[config.mk]
export PLATFORM = sky130hd
export DESIGN_NAME = nibble_add_sequencer
export DESIGN_NICKNAME = d
export VERILOG_FILES = /design/src/rtl/nibble_add_sequencer_pkg.sv /design/src/rtl/nibble_add_sequencer_full_adder_4bit.sv /design/src/rtl/nibble_add_sequencer.sv
export SDC_FILE = /design/constraint.sdc
export NUM_CORES = 1
export LEC_CHECK = 0
export ABC_AREA = 1
export CAP_MARGIN = 10
export CORE_MARGIN = 5
export CORE_UTILIZATION = 51
export CTS_CLUSTER_DIAMETER = 150
export DETAILED_ROUTE_END_ITERATION = 8
export MAX_ROUTING_LAYER = met4
export PLACE_DENSITY = 0.79
export SKIP_CTS_REPAIR_TIMING = 1
export SLEW_MARGIN = 10
export SYNTH_ARGS = -nofsm -noshare
export SYNTH_HDL_FRONTEND = slang
export SYNTH_SLANG_ARGS = --single-unit
[constraint.sdc]
create_clock -name clk -period 2.6 [get_ports clk]
set_clock_uncertainty 0.05 [all_clocks]
set_input_delay 0.65 -clock clk [delete_from_list [all_inputs] [get_ports clk]]
set_output_delay 0.65 -clock clk [all_outputs]
set_load 0.01 [all_outputs]
[src/rtl/nibble_add_sequencer_pkg.sv]
// nibble_add_sequencer_pkg: nibble width and FSM state encodings shared by the sequencer
package nibble_add_sequencer_pkg;
   localparam int NIBBLE_W = 4;
   typedef enum logic [1:0] {
      ST_IDLE = 2'd0,
      ST_RUN  = 2'd1,
      ST_DONE = 2'd2
   } state_t;
endpackage

[src/rtl/nibble_add_sequencer_full_adder_4bit.sv]
// full_adder_4bit: combinational 4-bit adder with carry in/out
module full_adder_4bit (
   input  logic [3:0] a,
   input  logic [3:0] b,
   input  logic       cin,
   output logic [3:0] s,
   output logic       cout
);
   assign {cout, s} = a + b + cin;
endmodule

[src/rtl/nibble_add_sequencer.sv]
// nibble_add_sequencer: serial multi-precision add/subtract, one nibble per cycle LSB first
// through a single shared 4-bit adder, with valid/ready command and result ports.
module nibble_add_sequencer
   import nibble_add_sequencer_pkg::*;
#(
   parameter int NIBBLES = 4
) (
   input  logic                       clk,
   input  logic                       rst_n,
   input  logic                       cmd_valid,
   output logic                       cmd_ready,
   input  logic                       cmd_sub,
   input  logic [NIBBLE_W*NIBBLES-1:0] op_a,
   input  logic [NIBBLE_W*NIBBLES-1:0] op_b,
   input  logic                       abort,
   output logic                       res_valid,
   input  logic                       res_ready,
   output logic [NIBBLE_W*NIBBLES-1:0] result,
   output logic                       carry_out,
   output logic                       overflow
);
   localparam int W  = NIBBLE_W * NIBBLES;
   localparam int IW = (NIBBLES > 1) ? $clog2(NIBBLES) : 1;
   state_t state, state_n;
   logic [W-1:0] a, b;
   logic [IW-1:0] idx;
   logic carry, cout, last;
   logic [NIBBLE_W-1:0] sum;
   assign last      = idx == IW'(NIBBLES - 1);
   assign cmd_ready = rst_n && state == ST_IDLE;
   assign res_valid = state == ST_DONE;
   full_adder_4bit u_add (
      .a   (a[idx*NIBBLE_W +: NIBBLE_W]),
      .b   (b[idx*NIBBLE_W +: NIBBLE_W]),
      .cin (carry),
      .s   (sum),
      .cout(cout)
   );
   always_ff @(posedge clk or negedge rst_n)
      if (!rst_n) state <= ST_IDLE;
      else        state <= state_n;
   always_comb begin
      state_n = state;
      case (state)
         ST_IDLE: state_n = cmd_valid ? ST_RUN : ST_IDLE;
         ST_RUN:  state_n = abort ? ST_IDLE : (last ? ST_DONE : ST_RUN);
         ST_DONE: state_n = (abort || res_ready) ? ST_IDLE : ST_DONE;
         default: state_n = ST_IDLE;
      endcase
   end
   // b holds the effective operand: inverted for subtract, with the +1 entering as the initial carry
   always_ff @(posedge clk or negedge rst_n) begin
      if (!rst_n) begin
         a         <= '0;
         b         <= '0;
         idx       <= '0;
         carry     <= 1'b0;
         result    <= '0;
         carry_out <= 1'b0;
         overflow  <= 1'b0;
      end else if (state == ST_IDLE && cmd_valid) begin
         a      <= op_a;
         b      <= cmd_sub ? ~op_b : op_b;
         carry  <= cmd_sub;
         idx    <= '0;
         result <= '0;
      end else if (state == ST_RUN && !abort) begin
         result[idx*NIBBLE_W +: NIBBLE_W] <= sum;
         carry <= cout;
         if (last) begin
            carry_out <= cout;
            overflow  <= (a[W-1] == b[W-1]) && (sum[NIBBLE_W-1] != a[W-1]);
         end else begin
            idx <= idx + 1'b1;
         end
      end
   end
endmodule

* After elaboration in Yosys (flattened, before gate mapping)
Cells that the tools add are included.
** Cells by class
- Add/sub/neg operators :: 4
- Bitwise gates (word level) :: 2
- Shifts and indexed selects :: 4
- Reductions and logical operators :: 10
- Multiplexer cells :: 14
- Eq/ne operators :: 6
** Operator list (count)
- 16-bit two-way mux :: 3
- 4-bit negator with 34-bit output :: 1
- 4-bit by 34-bit variable shift with 16-bit output (first input constant) :: 1
- 4-bit by 34-bit indexed part select with 16-bit output :: 1
- 16-bit by 5-bit indexed part select with 4-bit output :: 2
- 16-bit bitwise mux :: 1
- 16-bit NOT :: 1
- 2-bit two-way mux :: 6
- 2-bit one-hot mux with 3 select lines :: 1
- 4-bit by 4-bit adder with 5-bit output :: 1
- 5-bit by 1-bit adder with 5-bit output :: 1
- 2-bit equality test (second input constant) :: 2
- 1-bit logical AND :: 4
- 1-bit two-way mux :: 3
- 3-bit AND reduction :: 1
- 2-bit by 1-bit adder with 2-bit output (second input constant) :: 1
- 2-bit by 1-bit equality test with 1-bit output (second input constant) :: 1
- 2-bit logical NOT :: 1
- 2-bit by 1-bit inequality test with 1-bit output (second input constant) :: 1
- 2-bit AND reduction :: 1
- 2-bit nonzero test :: 1
- 1-bit equality test :: 1
- 1-bit logical NOT :: 1
- 1-bit logical OR :: 1
- other kinds (2) :: 2
** Word-level totals
- Output and inout bits :: 20
- Input bits :: 38
- Register bits :: 55

* Logic depth before layout (Yosys ltp)
Gate-level depths: netlist of run 1.
- Depth in word-level cells :: 7
- Depth in mapped cells :: 12
- Gate-level depth less buffers :: 11

* By module
Synthesis of run 1 repeated with hierarchy kept, for this count alone.
** Unflattened totals
- Cell total of the unflattened synthesis :: 366
- Area, all modules :: 2981.6 um^2
** By module, submodules not included
- nibble_add_sequencer :: times used 1, cells an instance 341, seq. area each 1376.3 um^2, area an instance 2816.5 um^2
- full_adder_4bit :: times used 1, cells an instance 25, seq. area each 0.0 um^2, area an instance 165.2 um^2

* Worst setup path after synthesis of run 1
No wires, ideal clock.
- Path kind :: register -> register
- Start :: reg idx[0]
- End :: reg result[14]
- Setup slack :: 0.202 ns
- Arrival :: 2.272 ns
- Clock period less this slack :: 2.398 ns
- Path buffers :: 1
- Stages on the path, launching flop included :: 10
- Cell sequence :: dfrtp_1 > clkinv_1 > buf_2 > nor2_1 > o22ai_1 > fa_1 > fa_1 > xor2_1 > nand3_1 > o21ai_1
** On the way
- Word-level cells in the longest chain between the ends :: 7
- Elaborated cells between the ends (all ways) :: 10
- Those cells by class :: 3 x add/sub; 4 x shift; 3 x mux
** RTL lines
- start: declaration :: RTL line nibble_add_sequencer.sv:26 : logic [IW-1:0] idx;
- start signal: assignment :: RTL line nibble_add_sequencer.sv:74 : idx <= idx + 1'b1;
- 16-bit by 5-bit indexed part select with 4-bit output, on equally long branches :: RTL line nibble_add_sequencer.sv:33, nibble_add_sequencer.sv:34
- 4-bit by 4-bit adder with 5-bit output :: RTL line nibble_add_sequencer_full_adder_4bit.sv:9 : assign {cout, s} = a + b + cin;
- 5-bit by 1-bit adder with 5-bit output :: RTL line nibble_add_sequencer_full_adder_4bit.sv:9
- 4-bit by 34-bit indexed part select with 16-bit output :: RTL line nibble_add_sequencer.sv:68 : result[idx*NIBBLE_W +: NIBBLE_W] <= sum;
- 16-bit bitwise mux * :: RTL line nibble_add_sequencer.sv:68
- 16-bit two-way mux * :: RTL line nibble_add_sequencer.sv:67 : end else if (state == ST_RUN && !abort) begin
- 16-bit two-way mux * :: RTL line nibble_add_sequencer.sv:61 : end else if (state == ST_IDLE && cmd_valid) begin
- end signal: indexed assignment :: RTL line nibble_add_sequencer.sv:68
- end: declaration :: RTL line nibble_add_sequencer.sv:18 : output logic [NIBBLE_W*NIBBLES-1:0] result,
Every way passes the cells marked *; elsewhere a longest branch is shown, timed or not. The select of a mux whose other input is x is not followed.
A chain may end at the register's enable or synchronous reset.

* Worst setup path in the final report of run 1
- Start :: reg idx[1]
- End :: reg result[6]
Same word-level chain as after synthesis.

==> results of run 1 <==
## cell usage in the layout (no fill, tap or decap)
cell type         n
dfrtp_1          54
o21ai_2           2
fa_1              2
clkdlybuf4s50_1  56
buf_2             1
xnor2_1          16
clkbuf_8          5
nand2_4           2
xor2_1            1
nand4_2           1
nand4_1           2
nand3_1          19
nand2_1          95
inv_2             4
o21bai_1          1
nor3b_1           1
nand3b_1          1
clkbuf_1          2
nand2_2           2
o21ai_1          14
ha_1              7
nor3_4            1
o22ai_1           8
inv_1            12
a21oi_1           5
buf_4             8
dfrtp_2           1
nor2_2            2
nor2_4            1
clkinv_2          1
o41ai_1           1
nor2_1           20
o21ai_0          33
## where the power goes
part           switching [mW]  internal [mW]
clock                   0.266          0.190
sequential              0.243           1.20
combinational            1.40          0.878
total                    1.91           2.27
## kinds of logic after synthesis
family / count (synthesis) / share of synthesized area (%)
and+or+nand+nor: 147 / 23.17
AOI/OAI and AO/OA: 64 / 12.42
DFF: 55 / 49.68
buffers and inverters: 30 / 4.742
xor gates and xnor gates: 17 / 5.375
adders and majority gates: 9 / 4.607
## routing by layer
| layer | up-vias | part of all wire, % |
|---|---|---|
| met5 | - | 0 |
| met4 | 0 | 2.0 |
| met3 | 13 | 5.7 |
| met2 | 67 | 50 |
| met1 | 1136 | 42 |
| li1 | 1167 | - |
## registers in the layout, indices dropped and copies added (netlist names)
signal     flops
a             16
result        16
b             16
carry          1
state          2
carry_out      1
overflow       1
idx            2
## cell type report
cell class / count / share of cell area (%)
repair buffers: 65 / 17.90
multi-input cells: 237 / 36.13
inverters: 16 / 1.719
flip-flops and latches: 55 / 39.42
well taps: 70 / 2.506
clock inverters: 1 / 0.1432
clock buffers: 7 / 2.184
## through the flow
stage / total power, mW / instances / area (µm²) / hold slack, ps
floorplan: 2.981 / 322 / 2770 / 304.4
global placement: 3.610 / 443 / 3412 / 413.1
detailed placement: 3.712 / 443 / 3412 / 417.1
CTS: 4.174 / 451 / 3493 / 441.1
global route: 4.528 / 451 / 3495 / 449.2
finish: 4.179 / 451 / 3495 / 420.2
## worst max path at each step
stage	depth (start not counted)	slack [ps]	endpoint
floorplan	9	200	result[14]
CTS	8	70	result[6]
global route	8	30	result[14]
detailed placement	8	90	result[6]
global placement	8	220	result[6]
finish	8	180	result[6]
==> flow_metrics.env, run 1 <==
export IMPL_post_route_drc_count=0
export IMPL_setup_violations=0
export IMPL_grt_most_used_layer="met2"
export IMPL_critPathMaxFanout=9
export IMPL_cellLeakagePower_nw=1.608
export IMPL_portBuffers=57
export IMPL_synthTopCellsByArea="dfrtp_1, nand2_1, o21ai_0"
export IMPL_cp_slowest_cell="dfrtp_1"
export IMPL_yosys_top_cells_count="nand2_1, dfrtp_1, o21ai_0"
export IMPL_r2r_start="idx[1]"
export IMPL_cp_start_kind="flip-flop"
export IMPL_synth_async_sr_flop_share_pct=100.0
export IMPL_path_cells="buf_4, o21ai_0, o22ai_1, fa_1, fa_1, xor2_1, nand3_1, o21ai_1"
export IMPL_numCtsBuffers=5
export IMPL_ctsRootBufferMaster="clkbuf_8"
export IMPL_detail_route_antenna_nets=0
export IMPL_area_growth_syn_to_layout_pct=26.15
export IMPL_coreArea_mm2=0.005205
export IMPL_min_path_type="input pin to asynchronous set/reset pin"
export IMPL_worstMarginPinSlew_ps=655.6
export IMPL_drv_slew=0
export IMPL_cap_violations=0
export IMPL_power_density_mw_per_mm2=1196
export IMPL_vias=2383
export IMPL_vdd_drop_max_mv=0.6303
export IMPL_synth_cell_area_mm2=0.002770
export IMPL_grt_usage_pct=19.50
export IMPL_fin_ws_ps=180.1
export IMPL_clock_latency_ps=310
export IMPL_yosysTopAreaCellShare_pct=49.68
export IMPL_wl_per_cell_um=14.20
export IMPL_globalRouteMet1Util_pct=23.47
export IMPL_initial_utilization_pct=53.22
export IMPL_routed_wl_mm=6.405
export IMPL_critPathTopFamily="adder cells"
export IMPL_vias_per_cell=5.284
export IMPL_worstPathRequired_ps=2800
export IMPL_fillers=456
export IMPL_grt_pass1_wl_mm=10.71
export IMPL_tns_ps=0
export IMPL_ys_ff_latch=55
export IMPL_die_h_um=83.70
export IMPL_synthCells=322
export IMPL_die_area_mm2=0.007006
export IMPL_endpoint_kind="flip-flop"
export IMPL_synth_area_leader_cell="dfrtp_1"
export IMPL_met2_usage_pct=33.41
export IMPL_synth_most_common_cell="nand2_1"
export IMPL_fin_crit_ps=2420
export IMPL_tritoncts="yes"
export IMPL_cp_data_arrival_time_ps=2620
export IMPL_regArea_mm2=0.001378
export IMPL_ys_warn_count=0
export IMPL_synth_cell_type_count=32
export IMPL_dp_slack_ps=94.14
export IMPL_finalNetCount=427
export IMPL_max_freq_mhz=413.2
export IMPL_die_x_um=83.70
export IMPL_first_pass_iters=4
export IMPL_status="finished clean"
export IMPL_dp_final_hpwl_mm=4.844
export IMPL_critPathKind="flip-flop to flip-flop"
export IMPL_synth_edf_count=0
export IMPL_ys_flop_type="dfrtp_1"
export IMPL_n_antenna_cell=0
export IMPL_hold_viol_final=0
export IMPL_startpoint="idx[1]"
export IMPL_rsz0062_at_grt="false"
export IMPL_path_buf_inv=1
export IMPL_timing_final_crit_share_pct=93.07
export IMPL_multi_input_area_mm2=0.001262
export IMPL_first_iter_violations=154
export IMPL_globalRouteOverflowTotal=0
export IMPL_num_rows=26
export IMPL_path_common_cell="fa_1"
export IMPL_grt_use_met3_pct=3.455
export IMPL_seq_area_frac_synth_pct=49.68
export IMPL_r2r_cells=8
export IMPL_numClockSinks=55
export IMPL_cts_htree_levels=2
export IMPL_clk_pin_slew_worst_paths_ps=90
export IMPL_grt_pass1_vias=2321
export IMPL_fin_util_pct=67.14
export IMPL_max_stage_delay_ps=420
export IMPL_gp_congestion=0.9426
export IMPL_avgSynthCellArea_um2=8.603
export IMPL_cts_buffer_depth=2
export IMPL_reg2reg_slack_ps=180
export IMPL_r2r_end="result[6]"
export IMPL_grt_start_max_net_pins=56
export IMPL_io_pin_count=58
export IMPL_synth_fp_nets=369
export IMPL_grt_antenna_before_repair=0
export IMPL_drive_above_1_share_pct=8.136
export IMPL_max_slew_margin_rel_pct=56.29
No activity file was read; power rests on OpenSTA's default activity.
==> run 2: changes to the inputs <==
- PLACE_DENSITY: 0.79 -> not set
- PLACE_DENSITY_LB_ADDON: not set -> 0.25
==> run 2 against run 1 <==
  * Clock-buffer cell count is the same
  * Power shrank 1.5%
  * Critical path depth is the same
  * Register-to-register slack is essentially flat
  * Global-route usage shrank 0.80 points
  * Wire length shrank 6.6%
  * Hold slack gained 3.7 ps
  * Cell area grew 0.54%
  * Clock power shrank 3%
  * Non-clock buffer count grew 1
  * First-iteration DRC count shrank 7.8%
  * Worst setup slack gained 8.0 ps
==> flow_metrics.env, run 2 (synthesis gave the netlist of run 1 again) <==
export IMPL_grt_usage_pct=18.69
export IMPL_cp_slowest_cell="dfrtp_1"
export IMPL_grt_pass1_wl_mm=10.36
export IMPL_path_cells="buf_4, o21ai_0, o22ai_1, fa_1, fa_1, xor2_1, nand3_1, o21ai_1"
export IMPL_num_rows=26
export IMPL_die_area_mm2=0.007006
export IMPL_multi_input_area_mm2=0.001262
export IMPL_r2r_cells=8
export IMPL_cts_buffer_depth=2
export IMPL_finalNetCount=428
export IMPL_startpoint="idx[0]"
export IMPL_vias=2286
export IMPL_reg_top3="a x16, b x16, result x16"
export IMPL_timing_final_crit_share_pct=92.76
export IMPL_whs_ps=423.9
export IMPL_clk_pin_slew_worst_paths_ps=90
export IMPL_p_total_mw=4.117
export IMPL_power_density_mw_per_mm2=1172
export IMPL_initial_utilization_pct=53.22
export IMPL_critPathKind="flip-flop to flip-flop"
export IMPL_setup_violations=0
export IMPL_wl_per_cell_um=13.23
export IMPL_detail_route_antenna_nets=0
export IMPL_routed_wl_mm=5.982
export IMPL_first_pass_iters=4
export IMPL_grt_start_max_net_pins=56
export IMPL_io_pin_count=58
export IMPL_area_growth_syn_to_layout_pct=26.83
export IMPL_r2r_end="result[6]"
export IMPL_mostFrequentLayoutCell="nand2_1"
export IMPL_cp_depth=8
export IMPL_regArea_mm2=0.001376
export IMPL_dp_final_hpwl_mm=4.598
export IMPL_vdd_drop_max_mv=0.6509
export IMPL_max_freq_mhz=414.6
export IMPL_mostFrequentLayoutCells="nand2_1, clkdlybuf4s50_1, dfrtp_1"
export IMPL_endpoint="result[6]"
export IMPL_cts_htree_levels=2
export IMPL_cp_data_arrival_time_ps=2590
export IMPL_critPathMaxFanout=12
export IMPL_cellLeakagePower_nw=1.617
export IMPL_clock_latency_ps=300
export IMPL_portBuffers=57
export IMPL_numCtsBuffers=5
export IMPL_drive_above_1_share_pct=7.853
export IMPL_vias_per_cell=5.058
export IMPL_fin_util_pct=67.50
export IMPL_max_slew_margin_rel_pct=55.72
export IMPL_max_stage_delay_ps=430
export IMPL_coreArea_mm2=0.005205
export IMPL_fillers=450
export IMPL_grt_antenna_before_repair=0
export IMPL_tns_ps=0
export IMPL_worstMarginPinSlew_ps=664.2
export IMPL_status="finished clean"
export IMPL_drv_slew=0
export IMPL_path_buf_inv=1
export IMPL_n_antenna_cell=0
export IMPL_die_x_um=83.70
export IMPL_post_route_drc_count=0
export IMPL_r2r_start="idx[0]"
export IMPL_grt_pass1_vias=2256
export IMPL_numClockSinks=55
export IMPL_path_common_cell="fa_1"
export IMPL_rsz0062_at_grt="false"
export IMPL_min_path_type="input pin to asynchronous set/reset pin"
export IMPL_endpoint_kind="flip-flop"
export IMPL_globalRouteOverflowTotal=0
export IMPL_ctsRootBufferMaster="clkbuf_8"
export IMPL_gp_congestion=0.9458
export IMPL_die_h_um=83.70
export IMPL_cap_violations=0
export IMPL_first_iter_violations=142
export IMPL_worstPathRequired_ps=2780
export IMPL_critPathTopFamily="adder cells"
export IMPL_tritoncts="yes"
export IMPL_hold_viol_final=0
export IMPL_reg2reg_slack_ps=190
export IMPL_fin_crit_ps=2412
export IMPL_cp_start_kind="flip-flop"
==> run 2: stage by stage <==
step | setup slack, ps | instance area, µm² | cells
after floorplan | 201.7 | 2770 | 322
after global routing | 7.927 | 3513 | 452
after detailed placement | 203.7 | 3432 | 444
final | 188.1 | 3513 | 452
after CTS | 181.8 | 3513 | 452
after global placement | 299.3 | 3432 | 444
==> run 2: final cells by class <==
| cell class | instances | share of cell area, % |
|---|---|---|
| clock buffer | 7 | 2.172 |
| clock inverter | 1 | 0.1425 |
| inverter | 16 | 1.709 |
| multi-input combinational | 237 | 35.93 |
| sequential | 55 | 39.17 |
| tap | 70 | 2.493 |
| timing repair buffer | 66 | 18.38 |
==> run 2: power breakdown <==
| part | internal, mW | total, mW | switching (mW) |
|---|---|---|---|
| logic | 0.899 | 2.24 | 1.34 |
| clock network | 0.190 | 0.444 | 0.254 |
| registers | 1.20 | 1.43 | 0.236 |
==> run 2: how the worst min path moves through the flow <==
stage	endpoint	slack, ps	depth (start not counted)
6_report	state[1]	420	2
5_1_grt	a[5]	460	2
4_1_cts	state[1]	440	2
3_5_place_dp	a[5]	410	2
3_3_place_gp	a[5]	410	2
2_1_floorplan	a[0]	300	0
==> run 2: routing by layer <==
metal | up-vias | part of all wire, % | GRT usage, %
met5 | - | 0 | -
met2 | 58 | 49 | 31.67
met1 | 1053 | 44 | 22.37
met4 | 0 | 1.6 | 6.725
met3 | 8 | 5.3 | 3.356
li1 | 1167 | - | -
==> run 2: worst reg2reg max path: cells and delay by family, from the launching register on <==
family,cells,cell delay [ps]
fa+ha+maj,2,840
flops,1,430
buf+inv,1,190
xor+xnor,1,230
simple gates,1,140
compound gates,3,470
